File: src/rtl/multicycle_responder_pkg.sv
// Shared definitions for the request/devwait stall-protocol responder:
// state encoding and default timeout sizing.
package multicycle_responder_pkg;

  typedef enum logic [1:0] {
    ST_IDLE  = 2'd0,
    ST_BUSY  = 2'd1,
    ST_RESP  = 2'd2,
    ST_DRAIN = 2'd3
  } state_e;

  localparam int unsigned DEFAULT_TIMEOUT = 64;
  localparam int unsigned DEFAULT_CNTW    = 7;

endpackage

File: src/rtl/multicycle_responder_timeout_counter.sv
// Clearable up-counter with a terminal-count flag; used to bound how long a
// stall-protocol device waits on its backend.
module responder_timeout_counter #(
  parameter int unsigned CNTW     = 7,
  parameter int unsigned TERMINAL = 63
) (
  input  logic clk,
  input  logic reset,
  input  logic clr_i,
  input  logic en_i,
  output logic tc_o
);

  logic [CNTW-1:0] count_q, count_d;

  always_comb begin
    count_d = count_q;
    if (clr_i) begin
      count_d = '0;
    end else if (en_i) begin
      count_d = count_q + 1'b1;
    end
  end

  always_ff @(posedge clk) begin
    if (reset) begin
      count_q <= '0;
    end else begin
      count_q <= count_d;
    end
  end

  assign tc_o = (count_q == CNTW'(TERMINAL));

endmodule

File: src/rtl/multicycle_responder.sv
// Device side of the request/devwait stall protocol: launches a backend
// operation, holds the requester stalled, and releases it for one cycle.
module multicycle_responder
  import multicycle_responder_pkg::*;
#(
  parameter int unsigned WIDTH   = 32,
  parameter int unsigned CTLW    = 4,
  parameter int unsigned TIMEOUT = DEFAULT_TIMEOUT,
  parameter int unsigned CNTW    = DEFAULT_CNTW
) (
  input  logic             clk,
  input  logic             reset,
  input  logic             request,
  input  logic [WIDTH-1:0] op_a,
  input  logic [WIDTH-1:0] op_b,
  input  logic [CTLW-1:0]  op_ctl,
  output logic             devwait,
  output logic [WIDTH-1:0] result,
  output logic             err,
  output logic             be_start,
  output logic [WIDTH-1:0] be_a,
  output logic [WIDTH-1:0] be_b,
  output logic [CTLW-1:0]  be_ctl,
  output logic             be_abort,
  input  logic             be_done,
  input  logic [WIDTH-1:0] be_result
);

  state_e           state_q, state_d;
  logic [WIDTH-1:0] result_q, result_d;
  logic             err_q, err_d;
  logic             be_start_q, be_start_d;
  logic             be_abort_q, be_abort_d;
  logic [WIDTH-1:0] be_a_q, be_a_d;
  logic [WIDTH-1:0] be_b_q, be_b_d;
  logic [CTLW-1:0]  be_ctl_q, be_ctl_d;
  logic             cnt_clr, cnt_en, timeout_tc;

  responder_timeout_counter #(
    .CNTW     (CNTW),
    .TERMINAL (TIMEOUT - 1)
  ) u_timeout (
    .clk   (clk),
    .reset (reset),
    .clr_i (cnt_clr),
    .en_i  (cnt_en),
    .tc_o  (timeout_tc)
  );

  always_comb begin
    state_d    = state_q;
    result_d   = result_q;
    err_d      = err_q;
    be_a_d     = be_a_q;
    be_b_d     = be_b_q;
    be_ctl_d   = be_ctl_q;
    be_start_d = 1'b0;
    be_abort_d = 1'b0;
    cnt_clr    = 1'b0;
    cnt_en     = 1'b0;
    case (state_q)
      ST_IDLE: begin
        if (request) begin
          be_a_d     = op_a;
          be_b_d     = op_b;
          be_ctl_d   = op_ctl;
          be_start_d = 1'b1;
          cnt_clr    = 1'b1;
          state_d    = ST_BUSY;
        end
      end
      ST_BUSY: begin
        cnt_en = 1'b1;
        // A withdrawn request beats both completion and timeout; only a
        // still-running backend needs draining.
        if (!request) begin
          if (be_done) begin
            state_d = ST_IDLE;
          end else if (timeout_tc) begin
            be_abort_d = 1'b1;
            state_d    = ST_IDLE;
          end else begin
            state_d = ST_DRAIN;
          end
        end else if (be_done) begin
          result_d = be_result;
          err_d    = 1'b0;
          state_d  = ST_RESP;
        end else if (timeout_tc) begin
          result_d   = '0;
          err_d      = 1'b1;
          be_abort_d = 1'b1;
          state_d    = ST_RESP;
        end
      end
      ST_RESP: begin
        state_d = ST_IDLE;
      end
      ST_DRAIN: begin
        cnt_en = 1'b1;
        if (be_done) begin
          state_d = ST_IDLE;
        end else if (timeout_tc) begin
          be_abort_d = 1'b1;
          state_d    = ST_IDLE;
        end
      end
      default: begin
        state_d = ST_IDLE;
      end
    endcase
  end

  always_ff @(posedge clk) begin
    if (reset) begin
      state_q    <= ST_IDLE;
      result_q   <= '0;
      err_q      <= 1'b0;
      be_start_q <= 1'b0;
      be_abort_q <= 1'b0;
      be_a_q     <= '0;
      be_b_q     <= '0;
      be_ctl_q   <= '0;
    end else begin
      state_q    <= state_d;
      result_q   <= result_d;
      err_q      <= err_d;
      be_start_q <= be_start_d;
      be_abort_q <= be_abort_d;
      be_a_q     <= be_a_d;
      be_b_q     <= be_b_d;
      be_ctl_q   <= be_ctl_d;
    end
  end

  assign devwait  = (state_q != ST_RESP);
  assign result   = result_q;
  assign err      = err_q;
  assign be_start = be_start_q;
  assign be_abort = be_abort_q;
  assign be_a     = be_a_q;
  assign be_b     = be_b_q;
  assign be_ctl   = be_ctl_q;

endmodule

File: config.mk
export PLATFORM = sky130hd
export DESIGN_NAME = multicycle_responder
export DESIGN_NICKNAME = d
export VERILOG_FILES = /design/src/rtl/multicycle_responder_pkg.sv /design/src/rtl/multicycle_responder_timeout_counter.sv /design/src/rtl/multicycle_responder.sv
export SDC_FILE = /design/constraint.sdc
export NUM_CORES = 1
export LEC_CHECK = 0
export ABC_CLOCK_PERIOD_IN_PS = 2200
export BUFFER_PORTS_ARGS = -buffer_cell sky130_fd_sc_hd__buf_4
export CORE_ASPECT_RATIO = 0.7
export CORE_MARGIN = 2
export CORE_UTILIZATION = 35
export DETAILED_ROUTE_END_ITERATION = 10
export PLACE_DENSITY = 0.65
export RECOVER_POWER = 25
export SETUP_SLACK_MARGIN = 0.1
export SLEW_MARGIN = 20
export SYNTH_ARGS = -nofsm -noshare
export SYNTH_HDL_FRONTEND = slang
export SYNTH_SLANG_ARGS = --single-unit
File: constraint.sdc
create_clock -name clk -period 2.2 [get_ports clk]
set_input_delay 0.11 -clock clk [delete_from_list [all_inputs] [get_ports clk]]
set_output_delay 0.11 -clock clk [all_outputs]
set_load 0.02 [all_outputs]
==> metrics.csv, run 1 <==
metric;value;unit
cp.arrival;1.96;ns
hold_path_class;in -> reg;
dieWidth;128;µm
final.setup.tns;0;ns
cp.required;2.46;ns
nNetsFinal;721;
rsz0062_at_grt;no;
hold_path.startpoint;be_result[27];
hold_end;result[27]$_SDFFE_PP0P_;
vias;3620;
synth_area;0.00377;mm²
cts_resized;0;
num_io_pins;208;
slew_violations;0;
cts.sinks;112;
grt_pass1_vias;3708;
hold_ws;0.0156;ns
portBuffers;207;
num-fill-cells;895;
drc_errors;0;
layout_common_cells;buf_4, dfxtp_1, dlygate4sd3_1;
gp_congestion;0.720;
powerDensity;776;mW/mm²
cts_setup_buffers;0;
n_antenna_cell;0;
grt_max_degree;55;
mostFrequentLayoutCell;buf_4;
synth_cell_types;31;
die_h;90.8;µm
grt_usage;19.4;%
worstSetupEndpointType;flop;
whs_path_depth;3;
viasPerCell;4.81;
max_freq;591;MHz
grt_overflow_total;0;
drive_gt1_share;29.8;%
r2r-start;u_timeout.count_q[0]$_SDFFE_PP0N_;
ir_worst_vdd;0.446;mV
drt-initial-drc-count;235;
num_rows;31;
grt_pass1_wl;18300;µm
root_buffer;clkbuf_16;
clk_pin_slew;0.07;ns
syn-instance-count;349;
htree_levels;3;
insertion_delay;0.34;ns
dieArea;0.0116;mm²
period_share;76.9;%
syn_nets;454;
final.min_clock_period;1.69;ns
worstSetupStartpointType;flop;
cp_slowest_stage_delay;0.36;ns
ant_nets;0;
hold_violations;0;
cts_inserted_buffers;9;
core;0.0104;mm²
grt_antenna_before_repair;0;
tightest_slew;0.577;ns
status;completed;
clockBufferDepth;2;
seq_area;0.00224;mm²
setup_violations;0;
multi_input_area;0.00134;mm²
initial_core_util;36.2;%
syn_area_per_cell;10.8;µm²
hpwlAfterDp;7310;µm
ys_seq_elements;112;
worstSetupPathType;reg -> reg;
slew_headroom;61.5;%
cp_top_family;compound AO/OA/AOI/OAI gates;
cts_tree;built;
clock_skew;0.00644;ns
post_drt_wl_per_cell;15.3;µm
cp_max_fo;33;
slowest_stage;buf_4;
p_leak;2.65;nW
yosysSeqAreaShare;59.5;%
routed_wl;11500;µm
drv_cap;0;
r2r_setup_slack;0.51;ns
rr_endpoint;result[19]$_SDFFE_PP0P_;
reg2regPathDepth;6;
yosys_warnings;0;
path_buf_inv;1;
crit_chain;ha_1, and4b_4, a31oi_4, buf_4, o21ai_1, a21oi_1;
dr.pass1.iters;4;
syn2layout_area_growth;65.4;%
[worst min-delay path: stages]
cell and delay (ns):
buf_4 0.10, nand2_1 0.05, a21oi_1 0.05
[flip-flops by register name, summed over array words and instances (netlist names)]
signal,cells
result,32
state_q,2
be_ctl,4
be_abort,1
be_start,1
u_timeout.count_q,7
be_b,32
err,1
be_a,32
[how the worst max path moves through the flow]
| stage | startpoint | endpoint | cells past startpoint |
|---|---|---|---|
| 3_5_place_dp | u_timeout.count_q[0]$_SDFFE_PP0N_ | state_q[1]$_SDFFE_PP0P_ | 6 |
| 3_3_place_gp | u_timeout.count_q[0]$_SDFFE_PP0N_ | state_q[1]$_SDFFE_PP0P_ | 6 |
| 4_1_cts | u_timeout.count_q[0]$_SDFFE_PP0N_ | result[30]$_SDFFE_PP0P_ | 6 |
| 6_report | u_timeout.count_q[0]$_SDFFE_PP0N_ | result[19]$_SDFFE_PP0P_ | 6 |
| 5_1_grt | u_timeout.count_q[0]$_SDFFE_PP0N_ | result[30]$_SDFFE_PP0P_ | 6 |
| 2_1_floorplan | u_timeout.count_q[0]$_SDFFE_PP0N_ | result[10]$_SDFFE_PP0P_ | 6 |
[cell type report]
type	count	share of cell area [%]
clock buffer	9	3.61
clock inverter	7	1.99
inverter	2	0.120
multi-input combinational	206	21.5
sequential	112	36.0
tap	132	2.65
timing repair buffer	285	34.1
[cells by family (layout without fill, tap and decap cells)]
group           after synthesis  count (layout)  share of synthesized area (%)
fa+ha+maj                     1               1                          0.332
buf+inv                      31             303                           5.02
xor+xnor                      7               7                           1.63
flops                       112             112                           59.5
mux                           1               1                          0.266
compound gates              135             135                           25.2
simple gates                 62              62                           8.01
[where the power goes]
part	switching, mW	internal, mW
logic	0.373	0.387
registers	0.0647	2.14
clock network	0.746	1.13
total	1.18	3.65
[cell usage after synthesis (all sizes together)]
cell,instances,area [µm²]
dfxtp,112,2240
a22o,68,596
nand2,36,135
a21oi,33,165
o21ai,32,160
buf,18,136
nor2,14,65.1
clkbuf,11,45.0
xor2,4,35.0
nor3,3,26.3
xnor2,3,26.3
inv,2,7.51
nand4,2,12.5
a31oi,1,21.3
and3,1,6.26
and4b,1,13.8
ha,1,12.5
mux2i,1,10.0
nand2b,1,13.8
nand3,1,5.00
nand3b,1,11.3
o21bai,1,7.51
or2,1,6.26
or3,1,6.26
[repair_timing]
action,CTS,global route
hold buffers,71,0
setup endpoints to repair,0,0
endpoints found under the hold margin,71,0
[per-stage QoR]
| stage | std cells | setup WS (ns) | utilization [%] | instance area [µm²] | power, mW |
|---|---|---|---|---|---|
| floorplan | 349 | 0.784 | - | 3770 | 2.58 |
| global placement | 666 | 0.561 | 51.7 | 5370 | 2.93 |
| detailed placement | 666 | 0.528 | 51.7 | 5370 | 2.94 |
| CTS | 753 | 0.512 | 61.9 | 6430 | 4.92 |
| global route | 753 | 0.391 | 59.9 | 6230 | 5.02 |
| finish | 753 | 0.508 | 59.9 | 6230 | 4.83 |
[metal layers]
layer / GRT usage, % / share of wire, % / vias to the layer above
li1: - / - / 1790
met3: 4.86 / 5.1 / 26
met4: 7.33 / 2.4 / 0
met5: 0 / 0 / -
met2: 34.0 / 50 / 114
met1: 22.9 / 42 / 1690
(Power assumes the default switching activity.)
==> run 2, diff against run 1 <==
- ABC_AREA: default -> 1
- ABC_CLOCK_PERIOD_IN_PS: 2200 -> 1600
- PLACE_DENSITY: 0.65 -> default
- clock period: 2.2 -> 1.6 ns (I/O delays scaled with it)
==> metrics.csv, run 2 <==
metric;value;unit
cts.sinks;112;
yosys_warnings;0;
hold_violations;0;
drt-initial-drc-count;156;
synth_cell_types;23;
synth-edff-count;0;
die_h;94.3;µm
ir_worst_vdd;0.545;mV
power.total;6.41;mW
n_antenna_cell;0;
wl_met3;659;µm
synth_common_cells;dfxtp_1, nand2_1, a22o_1;
final.setup.tns;0;ns
cts_tree;built;
layout_common_cells;buf_4, dfxtp_1, nand2_1;
dr.pass1.iters;4;
initial_core_util;36.5;%
num_rows;32;
post_drt_wl_per_cell;14.2;µm
worstSetupEndpointType;flop;
ys.flop_type;dfxtp_1;
root_buffer;clkbuf_16;
nNetsFinal;841;
hold_path_class;in -> reg;
clock_skew;0.00615;ns
syn-instance-count;462;
grt_overflow_total;0;
synthMostInstantiatedCell;dfxtp_1;
p_leak;3.24;nW
grt_antenna_before_repair;0;
status;completed;
num_io_pins;208;
core;0.0112;mm²
grt_pass1_wl;19100;µm
cts_inserted_buffers;9;
synth_area;0.00408;mm²
met1_length;5500;µm
worstSetupStartpointType;flop;
hpwlAfterDp;7930;µm
cp_max_fo;8;
grt_max_degree;70;
final.min_clock_period;1.41;ns
worstSetupPathType;reg -> reg;
synth_top_cell_by_area;dfxtp_1;
clk_pin_slew;0.07;ns
clockBufferDepth;2;
routed_wl;12700;µm
vias;4065;
gp_congestion;0.753;
dieWidth;133;µm
slew_violations;0;
cp.required;1.83;ns
ys_seq_elements;112;
cp.arrival;1.64;ns
grt_usage;18.8;%
powerDensity;953;mW/mm²
yosysSeqAreaShare;55.0;%
htree_levels;3;
highest_layer;met4;
viasPerCell;4.55;
synth.top_cell.area_share;55.0;%
max_freq;710;MHz
grt_pass1_vias;3967;
post-route-util;60.2;%
hold_ws;0.0377;ns
met2RoutedLength;6270;µm
rsz0062_at_grt;no;
setup_violations;0;
insertion_delay;0.34;ns
synthArstFlopShare;0;%
drive_gt1_share;28.1;%
syn2layout_area_growth;65.0;%
period_share;88.1;%
drc_errors;0;
dieArea;0.0125;mm²
syn_area_per_cell;8.83;µm²
portBuffers;207;
mostFrequentLayoutCell;buf_4;
ant_nets;0;
tightest_slew;0.388;ns
drv_cap;0;
slew_headroom;74.1;%
synthTopCellsByArea;dfxtp_1, a22o_1, nand2_1;
syn_nets;567;
-- run 2: cell count changes after synthesis, sizes merged, moves of 2 or more --
cell,previous run,this run
nand2,36,98
nor2,14,59
inv,2,44
o21ai,32,3
nand3,1,17
a21oi,33,22
buf,18,26
clkbuf,11,5
xnor2,3,0
xor2,4,1
nand4,2,0
-- run 2: metal layers --
layer  vias to the layer above  GRT usage (%)
met5                         -              0
met4                         0           6.90
met3                        16           5.29
met2                       107           32.5
met1                      1881           22.7
li1                       2061              -
-- run 2: cells by family (layout without fill, tap and decap cells) --
group | after synthesis | after routing | share of synthesized area [%]
AO/OA/AOI/OAI | 93 | 93 | 17.7
XOR/XNOR | 1 | 1 | 0.215
adder cells (fa/ha/maj) | 1 | 1 | 0.307
buffers and inverters | 75 | 351 | 8.31
flip-flops | 112 | 112 | 55.0
AND/OR/NAND/NOR | 180 | 183 | 18.5
-- run 2: path summary, 6_finish.rpt --
kind                                  end                              start  cells after the start  slack (ns)
hold / removal    state_q[1]$_SDFFE_PP0P_                            request                      3        0.04
setup / recovery  result[18]$_SDFFE_PP0P_  u_timeout.count_q[1]$_SDFFE_PP0N_                      9        0.19
setup reg to reg  result[18]$_SDFFE_PP0P_  u_timeout.count_q[1]$_SDFFE_PP0N_                      9        0.19
hold reg to reg          err$_SDFFE_PP0P_                   err$_SDFFE_PP0P_                      2        0.46
-- run 2: area by class of cell --
| cell class | count | area [µm²] |
|---|---|---|
| fillers | 1021 | 4440 |
| flip-flops and latches | 112 | 2250 |
| repair buffers | 291 | 2240 |
| multi-input cells | 278 | 1600 |
| clock buffers | 12 | 267 |
| well taps | 153 | 191 |
| inverters | 44 | 165 |
| clock inverters | 4 | 27.5 |
-- run 2: per-stage QoR --
step	setup WS (ns)	area, µm²	instances
2_1_floorplan	0.285	4080	462
6_report	0.191	6730	894
4_1_cts	0.120	6720	884
3_5_place_dp	0.128	5740	800
3_3_place_gp	0.206	5740	800
5_1_grt	0.119	6730	894
-- run 2: power by group --
part / total (mW) / internal (mW) / switching [mW] / leakage [nW]
sequential: 3.04 / 2.95 / 0.0905 / 0.918
combinational: 1.21 / 0.592 / 0.614 / 2.17
clock: 2.16 / 1.19 / 0.978 / 0.149
-- run 2: timing repair --
action,CTS,global route
setup buffers,0,5
hold buffers,68,0
endpoints found under the setup margin,0,34
gates resized for setup,0,20
hold endpoints to repair,68,0
-- run 2: critical path: stages, from the launching register on --
cell	delay, ns
dfxtp_2	0.36
ha_4	0.14
inv_2	0.04
nor2_4	0.09
nand2_2	0.11
nand2_8	0.21
clkbuf_16	0.19
nand3_1	0.06
nand2_1	0.06
nor2_1	0.04
==> run 3, diff against run 2 <==
--- a/config.mk
+++ b/config.mk
@@ -8,3 +8,2 @@
 export ABC_AREA = 1
-export ABC_CLOCK_PERIOD_IN_PS = 1600
 export BUFFER_PORTS_ARGS = -buffer_cell sky130_fd_sc_hd__buf_4
@@ -14,2 +13,3 @@
 export DETAILED_ROUTE_END_ITERATION = 10
+export PLACE_DENSITY = 0.73
 export RECOVER_POWER = 25
--- a/constraint.sdc
+++ b/constraint.sdc
@@ -3,2 +3,2 @@
 set_output_delay 0.08 -clock clk [all_outputs]
-set_load 0.02 [all_outputs]
+set_load 0.05 [all_outputs]
==> metrics.csv, run 3 (synthesis gave the netlist of run 2 again) <==
metric;value;unit
syn2layout_area_growth;62.9;%
tightest_slew;0.652;ns
drive_gt1_share;27.2;%
portBuffers;207;
grt_pass1_vias;4070;
dieArea;0.0125;mm²
power.total;7.17;mW
cp.required;1.84;ns
initial_core_util;36.5;%
rsz0062_at_grt;yes;
grt_antenna_before_repair;0;
num_io_pins;208;
num_rows;32;
drv_cap;0;
grt_max_degree;61;
drt-initial-drc-count;137;
dr.pass1.iters;5;
cts_inserted_buffers;9;
grt_usage;19.4;%
critical_path.startpoint;u_timeout.count_q[0]$_SDFFE_PP0N_;
gp_congestion;0.788;
drc_errors;0;
clock_skew;0.00489;ns
htree_levels;3;
setup_violations;0;
final.setup.tns;0;ns
r2r_setup_slack;0.18;ns
mostFrequentLayoutCell;buf_4;
nNetsFinal;836;
max_freq;706;MHz
rr_endpoint;result[6]$_SDFFE_PP0P_;
dieWidth;133;µm
layout_common_cells;buf_4, dfxtp_1, nand2_1;
worst_slack;0.185;ns
cts_tree;built;
hpwlAfterDp;8170;µm
worstSetupStartpointType;flop;
cp_max_fo;9;
status;completed;
viasPerCell;4.63;
period_share;88.5;%
root_buffer;clkbuf_16;
final.min_clock_period;1.42;ns
ant_nets;0;
cp-endpoint;result[6]$_SDFFE_PP0P_;
r2r-start;u_timeout.count_q[0]$_SDFFE_PP0N_;
clockBufferDepth;2;
design_area;0.00664;mm²
vias;4120;
die_h;94.3;µm
cp.arrival;1.65;ns
n_antenna_cell;0;
reg2regPathDepth;9;
slew_headroom;56.7;%
hold_path_class;in -> reg;
ir_worst_vdd;0.691;mV
placed_cell_area;0.00574;mm²
worstSetupPathType;reg -> reg;
clk_pin_slew;0.07;ns
post_drt_wl_per_cell;14.3;µm
p_leak;3.21;nW
core;0.0112;mm²
num-fill-cells;985;
hold_ws;0.0399;ns
worstSetupEndpointType;flop;
slew_violations;0;
routed_wl;12700;µm
cts.sinks;112;
hold_violations;0;
grt_pass1_wl;19700;µm
post-place-ws;-0.0362;ns
insertion_delay;0.34;ns
grt_overflow_total;0;
powerDensity;1080;mW/mm²
[run 3: changes by cell type in the layout (fill, tap and decap cells not counted), sizes merged, moves of 2 or more]
cell,delta
nand2,-2
clkinv,-3
bufinv,+3
clkbuf,-5
inv,+2
[run 3: area by class of cell]
class / count / area, µm² / area share, %
flip-flops and latches: 112 / 2250 / 33.8
clock buffers: 9 / 225 / 3.39
multi-input cells: 276 / 1530 / 23.1
inverters: 44 / 165 / 2.49
clock inverters: 7 / 126 / 1.90
well taps: 153 / 191 / 2.88
repair buffers: 288 / 2160 / 32.5
[run 3: where the power goes]
group	total (mW)	switching (mW)	internal (mW)
sequential	3.05	0.0975	2.95
combinational	1.53	0.955	0.572
clock	2.60	1.05	1.55
[run 3: worst min path at each step]
stage / from / endpoint / slack [ns] / cells after the start
after floorplan: op_a[0] / be_a[0]$_SDFFE_PP0P_ / 0.21 / 1
after global placement: op_a[17] / be_a[17]$_SDFFE_PP0P_ / 0.29 / 2
after detailed placement: op_a[11] / be_a[11]$_SDFFE_PP0P_ / 0.29 / 2
after CTS: request / state_q[1]$_SDFFE_PP0P_ / 0.03 / 3
after global routing: be_result[31] / result[31]$_SDFFE_PP0P_ / 0.04 / 5
final: request / state_q[1]$_SDFFE_PP0P_ / 0.04 / 3
[run 3: what timing repair did]
action / CTS / global route
pin swaps: 1 / 2
hold buffers: 68 / 0
endpoints found under the hold margin: 68 / 0
gates resized for setup: 3 / 5
gates cloned: 0 / 1
setup endpoints to repair: 18 / 76
buffers inserted: 0 / 4
[run 3: per-layer routing]
layer	vias up	GRT usage [%]	wire, µm
met2	112	35.0	6430
li1	2050	-	-
met1	1933	23.0	5530
met3	25	4.37	478
met5	-	0	0
met4	0	6.99	259
[run 3: per-stage QoR]
stage | utilization, % | cells
after floorplan | - | 462
after global placement | 51.4 | 800
after detailed placement | 51.4 | 800
after CTS | 60.8 | 884
after global routing | 59.5 | 889
final | 59.5 | 889
[run 3: worst max-delay path: stages (launching register included)]
cell,delay [ns]
dfxtp_2,0.35
ha_1,0.16
inv_1,0.05
nor2_2,0.13
nand2_2,0.12
nand2_8,0.14
buf_4,0.17
nand3_1,0.08
nand2_1,0.06
nor2_1,0.04
